==> src/rtl/pic16f84_x1_fetch_seq.sv <==
// Instruction-fetch sequencer for the PIC16F84 x1 core: Q1-Q4 phase generator,
// program counter, instruction register, 8-level circular return stack and pipeline flush.
module pic16f84_x1_fetch_seq #(
  parameter int unsigned PC_W        = 13,
  parameter int unsigned INST_W      = 14,
  parameter int unsigned STACK_DEPTH = 8
) (
  input  logic                           clk,
  input  logic                           rst,
  input  logic                           en,
  output logic                           q1,
  output logic                           q2,
  output logic                           q3,
  output logic                           q4,
  output logic [PC_W-1:0]                pc_out,
  output logic                           nop_out,
  input  logic [INST_W-1:0]              rom_inst,
  output logic [INST_W-1:0]              ir_out,
  output logic                           ir_valid,
  input  logic                           jump_req,
  input  logic [PC_W-1:0]                jump_addr,
  input  logic                           call_req,
  input  logic                           ret_req,
  input  logic                           skip_req,
  output logic [$clog2(STACK_DEPTH)-1:0] stk_ptr,
  output logic                           stk_ovf,
  output logic                           stk_unf
);

  localparam int unsigned PTR_W = $clog2(STACK_DEPTH);

  typedef enum logic [1:0] {PH_Q1, PH_Q2, PH_Q3, PH_Q4} phase_e;

  phase_e              phase_q, phase_d;
  logic [3:0]          qs_q, qs_d;
  logic [PC_W-1:0]     pc_q, pc_d;
  logic                nop_q, nop_d;
  logic [INST_W-1:0]   ir_q, ir_d;
  logic                irv_q, irv_d;
  logic [PTR_W-1:0]    ptr_q, ptr_d;
  logic [PTR_W:0]      cnt_q, cnt_d;
  logic                ovf_q, ovf_d;
  logic                unf_q, unf_d;
  logic [PC_W-1:0]     stack_q [STACK_DEPTH];
  logic                push_en;
  logic [PTR_W-1:0]    ptr_dec;
  logic                cycle_end;

  always_comb begin
    phase_d   = phase_q;
    qs_d      = qs_q;
    pc_d      = pc_q;
    nop_d     = nop_q;
    ir_d      = ir_q;
    irv_d     = irv_q;
    ptr_d     = ptr_q;
    cnt_d     = cnt_q;
    ovf_d     = ovf_q;
    unf_d     = unf_q;
    push_en   = 1'b0;
    ptr_dec   = ptr_q - 1'b1;
    cycle_end = en && (phase_q == PH_Q4);

    if (en) begin
      phase_d = phase_e'(phase_q + 2'd1);
      qs_d    = 4'b0001 << phase_d;
    end

    // Edge leaving Q4: latch fetched word, then pick next PC by priority ret > call > jump > skip.
    if (cycle_end) begin
      ir_d  = nop_q ? '0 : rom_inst;
      irv_d = ~nop_q;
      pc_d  = pc_q + 1'b1;
      nop_d = 1'b0;
      if (ret_req) begin
        ptr_d = ptr_dec;
        pc_d  = stack_q[ptr_dec];
        nop_d = 1'b1;
        if (cnt_q == '0) unf_d = 1'b1;
        else             cnt_d = cnt_q - 1'b1;
      end else if (call_req) begin
        push_en = 1'b1;
        ptr_d   = ptr_q + 1'b1;
        pc_d    = jump_addr;
        nop_d   = 1'b1;
        if (cnt_q == (PTR_W+1)'(STACK_DEPTH)) ovf_d = 1'b1;
        else                                   cnt_d = cnt_q + 1'b1;
      end else if (jump_req) begin
        pc_d  = jump_addr;
        nop_d = 1'b1;
      end else if (skip_req) begin
        nop_d = 1'b1;
      end
    end
  end

  always_ff @(posedge clk) begin
    if (rst) begin
      phase_q <= PH_Q1;
      qs_q    <= 4'b0001;
      pc_q    <= '0;
      nop_q   <= 1'b1;
      ir_q    <= '0;
      irv_q   <= 1'b0;
      ptr_q   <= '0;
      cnt_q   <= '0;
      ovf_q   <= 1'b0;
      unf_q   <= 1'b0;
    end else begin
      phase_q <= phase_d;
      qs_q    <= qs_d;
      pc_q    <= pc_d;
      nop_q   <= nop_d;
      ir_q    <= ir_d;
      irv_q   <= irv_d;
      ptr_q   <= ptr_d;
      cnt_q   <= cnt_d;
      ovf_q   <= ovf_d;
      unf_q   <= unf_d;
    end
  end

  // Stack storage is deliberately left out of reset.
  always_ff @(posedge clk) begin
    if (!rst && push_en) stack_q[ptr_q] <= pc_q;
  end

  assign q1       = qs_q[0];
  assign q2       = qs_q[1];
  assign q3       = qs_q[2];
  assign q4       = qs_q[3];
  assign pc_out   = pc_q;
  assign nop_out  = nop_q;
  assign ir_out   = ir_q;
  assign ir_valid = irv_q;
  assign stk_ptr  = ptr_q;
  assign stk_ovf  = ovf_q;
  assign stk_unf  = unf_q;

endmodule
==> config.mk <==
export PLATFORM = sky130hd
export DESIGN_NAME = pic16f84_x1_fetch_seq
export DESIGN_NICKNAME = d
export VERILOG_FILES = /design/src/rtl/pic16f84_x1_fetch_seq.sv
export SDC_FILE = /design/constraint.sdc
export NUM_CORES = 1
export LEC_CHECK = 0
export BUFFER_PORTS_ARGS = -buffer_cell sky130_fd_sc_hd__buf_2
export CAP_MARGIN = 20
export CORE_MARGIN = 8
export CORE_UTILIZATION = 35
export DETAILED_ROUTE_END_ITERATION = 10
export PLACE_DENSITY = 0.57
export SYNTH_ARGS = -nofsm -noshare
export SYNTH_HDL_FRONTEND = slang
export SYNTH_SLANG_ARGS = --single-unit
==> constraint.sdc <==
create_clock -name clk -period 2.55 [get_ports clk]
set_input_delay 0 -clock clk [delete_from_list [all_inputs] [get_ports clk]]
set_output_delay 0 -clock clk [all_outputs]
set_load 0.05 [all_outputs]
# Word level (Yosys, flattened, before mapping)

Memories as Yosys holds them, arrays and structs flattened.
Cells that the tools add are included.

Output and inout port bits: 38
Memories: 1
Memory bits (writable): 104
Register bits after elaboration: 44
Logic and storage cells: 52
Bits of input ports: 34

$add $sub $neg: 6
Equality and inequality tests: 4
Reduce and logical (&&, ||, !) cells: 9
Bitwise logic cells: 2
Muxes and demuxes: 19
Shift operators: 1

Memories:

| memory  | words | bits a word | read ports | clocked after memory_dff | wr ports | RTL line | text |
|---|---|---|---|---|---|---|---|
| stack_q | 8     | 13          | 1          | 0                        | 1        | 44       | `logic [PC_W-1:0] stack_q [STACK_DEPTH];` |

Operators by type and width:

| cell                    | count |
|---|---|
| $mux W13                | 3 |
| $mux W4                 | 4 |
| $mux W14                | 1 |
| $add A13 B1 Y13 const B | 1 |
| $mux W1                 | 9 |
| $reduce_and A4 Y1       | 2 |
| $mux W3                 | 2 |
| $add A4 B1 Y4 const B   | 1 |
| $eq A4 B4 Y1 const B    | 1 |
| $logic_not A4 Y1        | 1 |
| $ne A2 B2 Y1 const B    | 2 |
| $shl A1 B2 Y4 const A   | 1 |
| $sub A4 B1 Y4 const B   | 1 |
| $add A3 B1 Y3 const B   | 1 |
| $reduce_and A3 Y1       | 1 |
| $sub A3 B1 Y3 const B   | 1 |
| $add A2 B1 Y2 const B   | 1 |
| $eq A2 B2 Y1 const B    | 1 |
| $logic_and A1 B1 Y1     | 2 |
| $not A1 Y1              | 2 |
| $reduce_and A2 Y1       | 1 |
| $reduce_bool A2 Y1      | 1 |
| $logic_not A1 Y1        | 1 |

# Depth between registers and ports, before layout

Gate-level depths: netlist of run 1.

Depth in word-level cells: 6
Mapped depth: 10
Gate-level depth less buffers: 6

# Worst setup path after synthesis of run 1

No wires, ideal clock.

Kind: register to register
Start: register ptr_q[0] (netlist: stk_ptr[0])
End: memory stack_q[5][0] (enable)
Setup time: 0.402 ns
Clock period less this slack: 3.220 ns
Slack: -0.670 ns
Data required time: 2.148 ns
Stages on the path, launching flop included: 6
Path buffers: 2
Arrival time: 2.818 ns
Cell sequence: dfxtp_1 buf_2 buf_2 inv_1 or3_1 nor3b_1

RTL lines:

| what                   | RTL line | text |
|---|---|---|
| from (decl)            | 40       | `logic [PTR_W-1:0] ptr_q, ptr_d;` |
| from (signal assigned) | 116      | `ptr_q <= ptr_d;` |
| to (decl)              | 44       |  |

Straight into the memory's write port.

# Final worst setup path of run 1

Start: register phase_q[0]
End: memory stack_q[5][0] (enable)

Cells in the longest elaborated chain, start to end: 6

RTL lines:

| what                          | RTL line | text |
|---|---|---|
| from (decl)                   | 34       | `phase_e phase_q, phase_d;` |
| from (signal assigned)        | 110      | `phase_q <= phase_d;` |
| $eq A2 B2 Y1                  | 62       | `cycle_end = en && (phase_q == PH_Q4);` |
| $logic_and A1 B1 Y1           | 62       |  |
| $mux W1                       | 70       | `if (cycle_end) begin` |
| $logic_and A1 B1 Y1           | 125      | `if (!rst && push_en) stack_q[ptr_q] <= pc_q;` |
| $mux W1                       | 125      |  |
| $mux W1 (implied by the code) | 125      |  |

No other way between the ends.

==> reports/qor.txt, run 1 <==
Run status -> finished, final reports clean
Hold Path Class -> in2reg
Clock Latency Late Sink -> 0.42 ns
TritonCTS Buffers -> 17
Sink Count -> 148
Placed Instances -> 754
1st-pass router iterations -> 5
Routed met3 length -> 706 um
CTS tree -> yes
Synth Register Bits -> 148
WL final -> 16,000 um
Slew @ Worst Pin -> 0.630 ns
Count leader, synth -> edfxtp_1
Die Ht -> 151 um
Layout cells sized above 1 -> 29.2%
VDD IR max -> 0.490 mV
Crit end category -> register
Sequential-to-total area share from yosys stat -> 63.1%
Commonest cells in the netlist -> edfxtp_1, dfxtp_1, nor2_1
Tcrit/Tclk final -> 86.6%
Overflow after GRT -> 0
Maxcap violations -> 0
Register clock-pin slew on the reported worst setup and hold paths -> 0.06 ns
R2R Setup Slk -> 0.34 ns
Cell Rows -> 49
Final Worst Setup Slack -> 0.341 ns
Starting Density -> 35.4%
Multi-input logic area -> 2160 um2
Reg area -> 4010 um2
Top sig layer -> met4
Dpl hpwl -> 11,000 um
Yosys top cell area share -> 49.2%
Metal2 WL -> 8140 um
Area growth, synth to finish -> 24.3%
Syn Inst Count -> 453
Post-route ant nets -> 0
Finished Layout Cells -> 805
Post-synthesis net count -> 498
Sum Neg Setup Slack -> 0 ns
RSZ-0062 raised after global routing -> false
Largest net degree at the start of global routing -> 46
Core area -> 17,900 um2
LEAKAGE -> 2.73 nW
Endpoints failing hold -> 0
Clock root buffer -> clkbuf_16
Max Slew Vio Count -> 0
Most common flop cell mapped by yosys -> edfxtp_1
Routability congestion estimate -> 0.786
Setup CP Type -> reg2reg
Synthesized area per cell -> 14.0 um2
Setup WS pre-CTS -> 0.355 ns
Setup Fix Bufs, Post-CTS -> 0
Vias per Instance -> 5.24
Cell area power density -> 691 nW/um2
FMAX -> 0.453 GHz
All-Layer GR Usage -> 14.6%
Cell area after synthesis -> 6340 um2
DIE AREA -> 22,700 um2
Clk_skew -> 0.00751 ns
Clk buf depth -> 2
Fillers -> 1,639
Number of global-route vias before repair -> 4,296
Area leader, netlist -> edfxtp_1
Netlist cell types -> 53
WL/cell -> 19.8 um
CTS resizes -> 0
Ports -> 72
Remaining DRCs -> 0
CP Max Fanout -> 7
Die width -> 151 um
Largest cells by area after synthesis -> edfxtp_1, dfxtp_1, mux4_2, nor2_1, mux2i_1
Global-route wire length before repair -> 24,900 um
H-tree depth -> 4
EDFF count, synth -> 104
Wl on met1 -> 6820 um
Initial antenna violation count -> 0
Critical Path AT -> 2.34 ns
Ant. Diodes -> 0
Tmin final -> 2.21 ns
Ys Warns -> 0
CP Launch Type -> register
Vias post-DR -> 4,216
Final #Nets -> 608
Worst endpoint required time -> 2.68 ns
Final setup fails -> 0
Initial drt markers -> 277
Slew headroom -> 57.9%
Input/output buffers -> 71
Asr flop ratio synth -> 0%
-- stage by stage --
stage	total power, mW	utilization [%]	hold WS, ns	area, um2
after floorplan	2.80	-	0.156	6370
after global placement	2.88	39.5	0.245	7080
after detailed placement	2.88	39.5	0.254	7080
after CTS	5.49	44.0	0.0150	7880
after global routing	5.61	44.0	0.0288	7880
final	5.45	44.0	0.0221	7880
-- repair_timing --
| item | 4_1_cts | 5_1_grt |
|---|---|---|
| endpoints found under the setup margin | 0 | 0 |
| hold endpoints to repair | 19 | 0 |
| hold buffers | 19 | 0 |
-- layout by cell type, fill, tap and decap left out, types with 6 or more instances in the layout --
cell	count
xnor2_1	6
nand3_1	7
edfxtp_1	104
dfxtp_1	43
ha_1	10
nand3b_1	15
a22oi_1	9
nor3_1	6
a21oi_1	21
nand2_1	25
buf_2	71
dlygate4sd3_1	19
inv_1	8
a311o_1	6
mux4_2	22
buf_4	32
nor2_1	41
mux2i_1	13
a311oi_1	7
a211oi_1	7
clkbuf_16	17
o21ai_0	9
-- worst max-delay path, stage by stage, from the launching register on --
cell and delay, ns:
dfxtp_1 0.42, ha_1 0.27, nand4b_1 0.25, or3_1 0.48, nor3b_2 0.28, buf_4 0.22
-- sequential cells by signal, indices dropped and copies added (netlist names) --
name      flops
phase_q       2
cnt_q         4
ir_valid      1
nop_out       1
stk_ovf       1
stk_unf       1
stk_ptr       3
qs_q          4
ir_out       14
pc_out       13
stack_q     104
-- cell families (layout without fill, tap and decap cells) --
| family | Yosys count | count (layout) | share of synthesized area (%) |
|---|---|---|---|
| AOI/OAI and AO/OA | 81 | 81 | 9.15 |
| xor gates and xnor gates | 9 | 9 | 1.24 |
| adders and majority gates | 11 | 11 | 2.29 |
| buffers and inverters | 39 | 162 | 3.43 |
| DFF | 148 | 148 | 63.1 |
| muxes | 37 | 37 | 10.2 |
| and+or+nand+nor | 128 | 128 | 10.6 |
-- where the power goes --
| part | internal (mW) | total [mW] | switching, mW |
|---|---|---|---|
| sequential | 2.56 | 2.58 | 0.0184 |
| combinational | 0.112 | 0.274 | 0.161 |
| clock | 1.63 | 2.59 | 0.958 |
| total | 4.31 | 5.45 | 1.14 |
-- worst paths after layout --
| check | cells after the start | to | start |
|---|---|---|---|
| min | 2 | qs_q[0] | en |
| max reg2reg | 5 | stack_q[5][0] | phase_q[0] |
| min reg2reg | 2 | ir_out[0] | ir_out[0] |
| max | 5 | stack_q[5][0] | phase_q[0] |
-- per-layer routing --
metal	global-route usage, %	vias to the layer above
met5	0	-
met4	5.59	0
met3	2.92	22
met2	24.4	102
met1	18.4	2110
li1	-	1982
-- layout make-up --
cell class / count / area share [%]
clock buffer: 19 / 5.49
clock inverter: 13 / 2.30
inverter: 8 / 0.381
multi-input combinational: 266 / 27.4
sequential: 148 / 50.8
tap: 229 / 3.63
timing repair buffer: 122 / 9.97
No activity file was read; power rests on OpenSTA's default activity.
==> inputs of run 2 (changes only) <==
Settings changed: CTS_CLUSTER_SIZE set to 16, HOLD_SLACK_MARGIN set to 0.12.
Clock period 2.55 ns to 1.8 ns, I/O delays scaled along.
==> reports/qor.txt, run 2 (synthesis gave the netlist of run 1 again) <==
1st-pass router iterations -> 5
Initial drt markers -> 348
Die Ht -> 151 um
Tmin final -> 1.80 ns
Input/output buffers -> 71
Placed inst area -> 7560 um2
Clk_skew -> 0.00674 ns
Fillers -> 1,582
Worst endpoint required time -> 1.93 ns
Remaining DRCs -> 0
Ports -> 72
Final Worst Setup Slack -> 0.00216 ns
Cell Rows -> 49
Slew @ Worst Pin -> 0.541 ns
Most frequent cells in the layout -> edfxtp_1, buf_2, buf_4
Hold_ws -> 0.134 ns
Global-route wire length before repair -> 26,300 um
Worst R2R End -> stack_q[0][7]
Register clock-pin slew on the reported worst setup and hold paths -> 0.06 ns
Multi-input logic area -> 2300 um2
Reg area -> 4040 um2
Tot Pwr -> 7.24 mW
Final Instance Area -> 8440 um2
Final #Nets -> 644
Hold Path Class -> in2reg
Sum Neg Setup Slack -> 0 ns
Vias per Instance -> 5.38
Sink Count -> 148
Hold Path End -> pc_out[1]
Max FFs per register -> 104
Run status -> finished, final reports clean
RSZ-0062 raised after global routing -> true
H-tree depth -> 4
Max Slew Vio Count -> 0
Core area -> 17,900 um2
Largest net degree at the start of global routing -> 46
Clock root buffer -> clkbuf_16
Ant. Diodes -> 0
Clock Latency Late Sink -> 0.42 ns
Post-route ant nets -> 0
Most flops, register -> stack_q
R2R Setup Slk -> 0.002 ns
Number of global-route vias before repair -> 4,487
WL final -> 17,700 um
Worst Hold Depth -> 4
Maxcap violations -> 0
Slew headroom -> 63.9%
Crit end category -> register
FMAX -> 0.556 GHz
Area growth, synth to finish -> 33.0%
CP Max Fanout -> 6
Critical Path AT -> 1.93 ns
Setup WS pre-CTS -> -0.0351 ns
Die width -> 151 um
CTS tree -> yes
All-Layer GR Usage -> 15.7%
Final setup fails -> 0
VDD IR max -> 0.653 mV
Endpoints failing hold -> 0
LEAKAGE -> 2.92 nW
Crit. Startpoint -> phase_q[1]
Starting Density -> 35.4%
DIE AREA -> 22,700 um2
Clk buf depth -> 2
Min-Delay Startpoint -> jump_addr[1]
Vias post-DR -> 4,521
Routability congestion estimate -> 0.804
R2R Path Start -> phase_q[1]
FF-to-FF path depth -> 6
Overflow after GRT -> 0
Cell area power density -> 858 nW/um2
Setup CP Type -> reg2reg
CP Launch Type -> register
TritonCTS Buffers -> 17
Dpl hpwl -> 12,100 um
Initial antenna violation count -> 0
WL/cell -> 21.0 um
Leading cell type in the layout, fill and taps excluded -> edfxtp_1
Layout cells sized above 1 -> 37.3%
Tcrit/Tclk final -> 99.9%
run 2: how the worst max path moves through the flow:
stage / cells past startpoint / to
3_3_place_gp: 4 / pc_out[9]
6_report: 6 / stack_q[0][7]
3_5_place_dp: 4 / pc_out[9]
4_1_cts: 4 / pc_out[9]
5_1_grt: 6 / stack_q[0][7]
2_1_floorplan: 5 / stack_q[5][0]
run 2: repair_timing:
| action | 4_1_cts | 5_1_grt |
|---|---|---|
| buffers inserted | 0 | 3 |
| hold buffers | 26 | 0 |
| gates cloned | 0 | 1 |
| pin swaps | 1 | 4 |
| endpoints found under the setup margin | 14 | 68 |
| gates resized for setup | 1 | 10 |
| endpoints found under the hold margin | 31 | 0 |
run 2: through the flow:
step	instances	utilization (%)
CTS	837	46.6
global placement	779	42.2
floorplan	453	-
global route	841	47.1
detailed placement	779	42.2
finish	841	47.1
run 2: power by group:
group | internal, mW | switching, mW | total (mW)
Clock | 1.75 | 1.37 | 3.12
Sequential | 3.63 | 0.0208 | 3.65
Combinational | 0.208 | 0.265 | 0.473
run 2: final cells by class:
class | count | area share, %
multi-input cells | 266 | 27.3
flip-flops and latches | 148 | 47.8
clock inverters | 13 | 1.07
well taps | 229 | 3.40
inverters | 8 | 0.445
repair buffers | 158 | 14.9
clock buffers | 19 | 5.13
run 2: worst max-delay path: stages, from the launching register on:
cell and delay [ns]:
dfxtp_2 0.35, ha_4 0.13, nand4b_1 0.14, buf_4 0.19, nor3_4 0.14, nor3b_4 0.34, clkbuf_16 0.22
run 2: metal layers:
layer / vias up / part of all wire, % / global-route usage (%) / wire length (um)
met3: 27 / 5.8 / 2.95 / 1030
met4: 0 / 2.3 / 7.13 / 403
met1: 2286 / 42 / 20.7 / 7480
li1: 2050 / - / - / -
met2: 158 / 50 / 24.8 / 8760
met5: - / 0 / 0 / 0
==> inputs of run 3 (changes only) <==
Settings changed: CORE_ASPECT_RATIO set to 1.25.
==> reports/qor.txt, run 3 (synthesis gave the netlist of run 1 again) <==
Max FFs per register -> 104
Die width -> 136 um
Vias per Instance -> 5.34
Clock Latency Late Sink -> 0.42 ns
Cell Rows -> 55
Worst endpoint required time -> 1.94 ns
WL final -> 17,700 um
Register clock-pin slew on the reported worst setup and hold paths -> 0.07 ns
VDD IR max -> 0.705 mV
Die Ht -> 167 um
Core area -> 18,000 um2
Remaining DRCs -> 0
Setup WS pre-CTS -> -0.0586 ns
FMAX -> 0.555 GHz
Critical path's largest stage delay -> 0.35 ns
H-tree depth -> 4
1st-pass router iterations -> 5
Most flops, register -> stack_q
Global Route met3 Usage -> 2.65%
Input/output buffers -> 71
DIE AREA -> 22,700 um2
Dpl hpwl -> 12,200 um
GRT busiest layer -> met2
Placed inst area -> 7540 um2
Violated checks -> setup timing
Hold Path Class -> in2reg
Cell area power density -> 895 nW/um2
RSZ-0062 raised after global routing -> true
Overflow after GRT -> 0
Fillers -> 1,538
Clk buf depth -> 2
TritonCTS Buffers -> 17
Worst path cell trace -> ha_4 -> nand4b_1 -> buf_4 -> nor3_4 -> buf_4 -> nor3b_4 -> buf_12
Worst path slowest cell -> dfxtp_2
Tot Pwr -> 7.65 mW
Run status -> finished, violations left
Area growth, synth to finish -> 34.8%
Setup CP Type -> reg2reg
All-Layer GR Usage -> 15.8%
Slew headroom -> 64.9%
Ports -> 72
Initial antenna violation count -> 0
CTS tree -> yes
Initial drt markers -> 419
LEAKAGE -> 2.99 nW
Met2 Track Usage GR -> 26.8%
Vias post-DR -> 4,509
Met1 Usage GRT -> 19.2%
Final Instance Area -> 8550 um2
Max Slew Vio Count -> 0
Leading cell type in the layout, fill and taps excluded -> edfxtp_1
Global-route wire length before repair -> 27,400 um
Clk_skew -> 0.0126 ns
Clock root buffer -> clkbuf_16
Sink Count -> 148
Endpoints failing hold -> 0
Tmin final -> 1.80 ns
Final #Nets -> 648
Core Util, Final -> 47.6%
Top cell by count, worst path -> buf_4
Routability congestion estimate -> 0.821
CP Launch Type -> register
Slew @ Worst Pin -> 0.526 ns
Crit end category -> register
Starting Density -> 35.3%
WL/cell -> 21.0 um
Final Worst Setup Slack -> -0.000266 ns
Post-route ant nets -> 0
Maxcap violations -> 0
Final setup fails -> 1
Largest net degree at the start of global routing -> 46
Most frequent cells in the layout -> edfxtp_1, buf_2, buf_4
Layout cells sized above 1 -> 38.1%
Number of global-route vias before repair -> 4,779
Sum Neg Setup Slack -> -0.000266 ns
Tcrit/Tclk final -> 100%
Critical Path AT -> 1.94 ns
Ant. Diodes -> 0
CP Max Fanout -> 13
-- run 3: cell types whose count changed in the layout (fill, tap and decap cells not counted), moves of 3 or more --
| cell | change |
|---|---|
| dfxtp_2 | -4 |
| clkinv_8 | +4 |
| inv_8 | +5 |
| clkinv_2 | -3 |
| clkinvlp_4 | -5 |
| buf_6 | +4 |
-- run 3: cell type report --
cell class	count	area, um2	share of cell area, %
flip-flops and latches	148	4040	47.2
multi-input cells	266	2310	27.0
repair buffers	162	1280	14.9
clock buffers	17	425	4.98
well taps	228	285	3.34
clock inverters	15	180	2.11
inverters	8	37.5	0.439
-- run 3: per-stage QoR --
stage	hold WS [ns]	std cells
2_1_floorplan	0.156	453
3_3_place_gp	0.263	779
3_5_place_dp	0.258	779
4_1_cts	0.129	838
5_1_grt	0.139	844
6_report	0.142	844
-- run 3: worst paths after layout --
path / startpoint / to / slack (ns) / cells past startpoint
max: phase_q[1] / stack_q[0][8] / -0.0003 / 7
min: rst / stack_q[6][12] / 0.14 / 3
max reg2reg: phase_q[1] / stack_q[0][8] / -0.0003 / 7
min reg2reg: ir_out[5] / ir_out[5] / 0.45 / 2
-- run 3: what timing repair did --
action                     CTS  global route
resized for setup            2            15
buffers inserted             0             5
hold buffers                27             0
hold endpoints to repair    32             0
cloned                       0             1
setup endpoints to repair   53            61
pin swaps                    0             6
-- run 3: where the power goes --
part / switching [mW] / internal (mW) / total (mW)
combinational: 0.267 / 0.209 / 0.476
sequential: 0.0193 / 3.62 / 3.64
clock: 1.65 / 1.89 / 3.53
total: 1.93 / 5.72 / 7.65
-- run 3: metal layers --
layer / vias up / wire length (um) / share of wire, %
met5: - / 0 / 0
met4: 0 / 408 / 2.3
met3: 32 / 701 / 4.0
met2: 118 / 9240 / 52
met1: 2291 / 7370 / 42
li1: 2068 / - / -
-- run 3: worst max-delay path: cells and delay by family, from the launching register on --
kind          cells  cell delay [ns]
flops             1             0.35
simple gates      3             0.53
buf+inv           3             0.49
fa+ha+maj         1             0.13
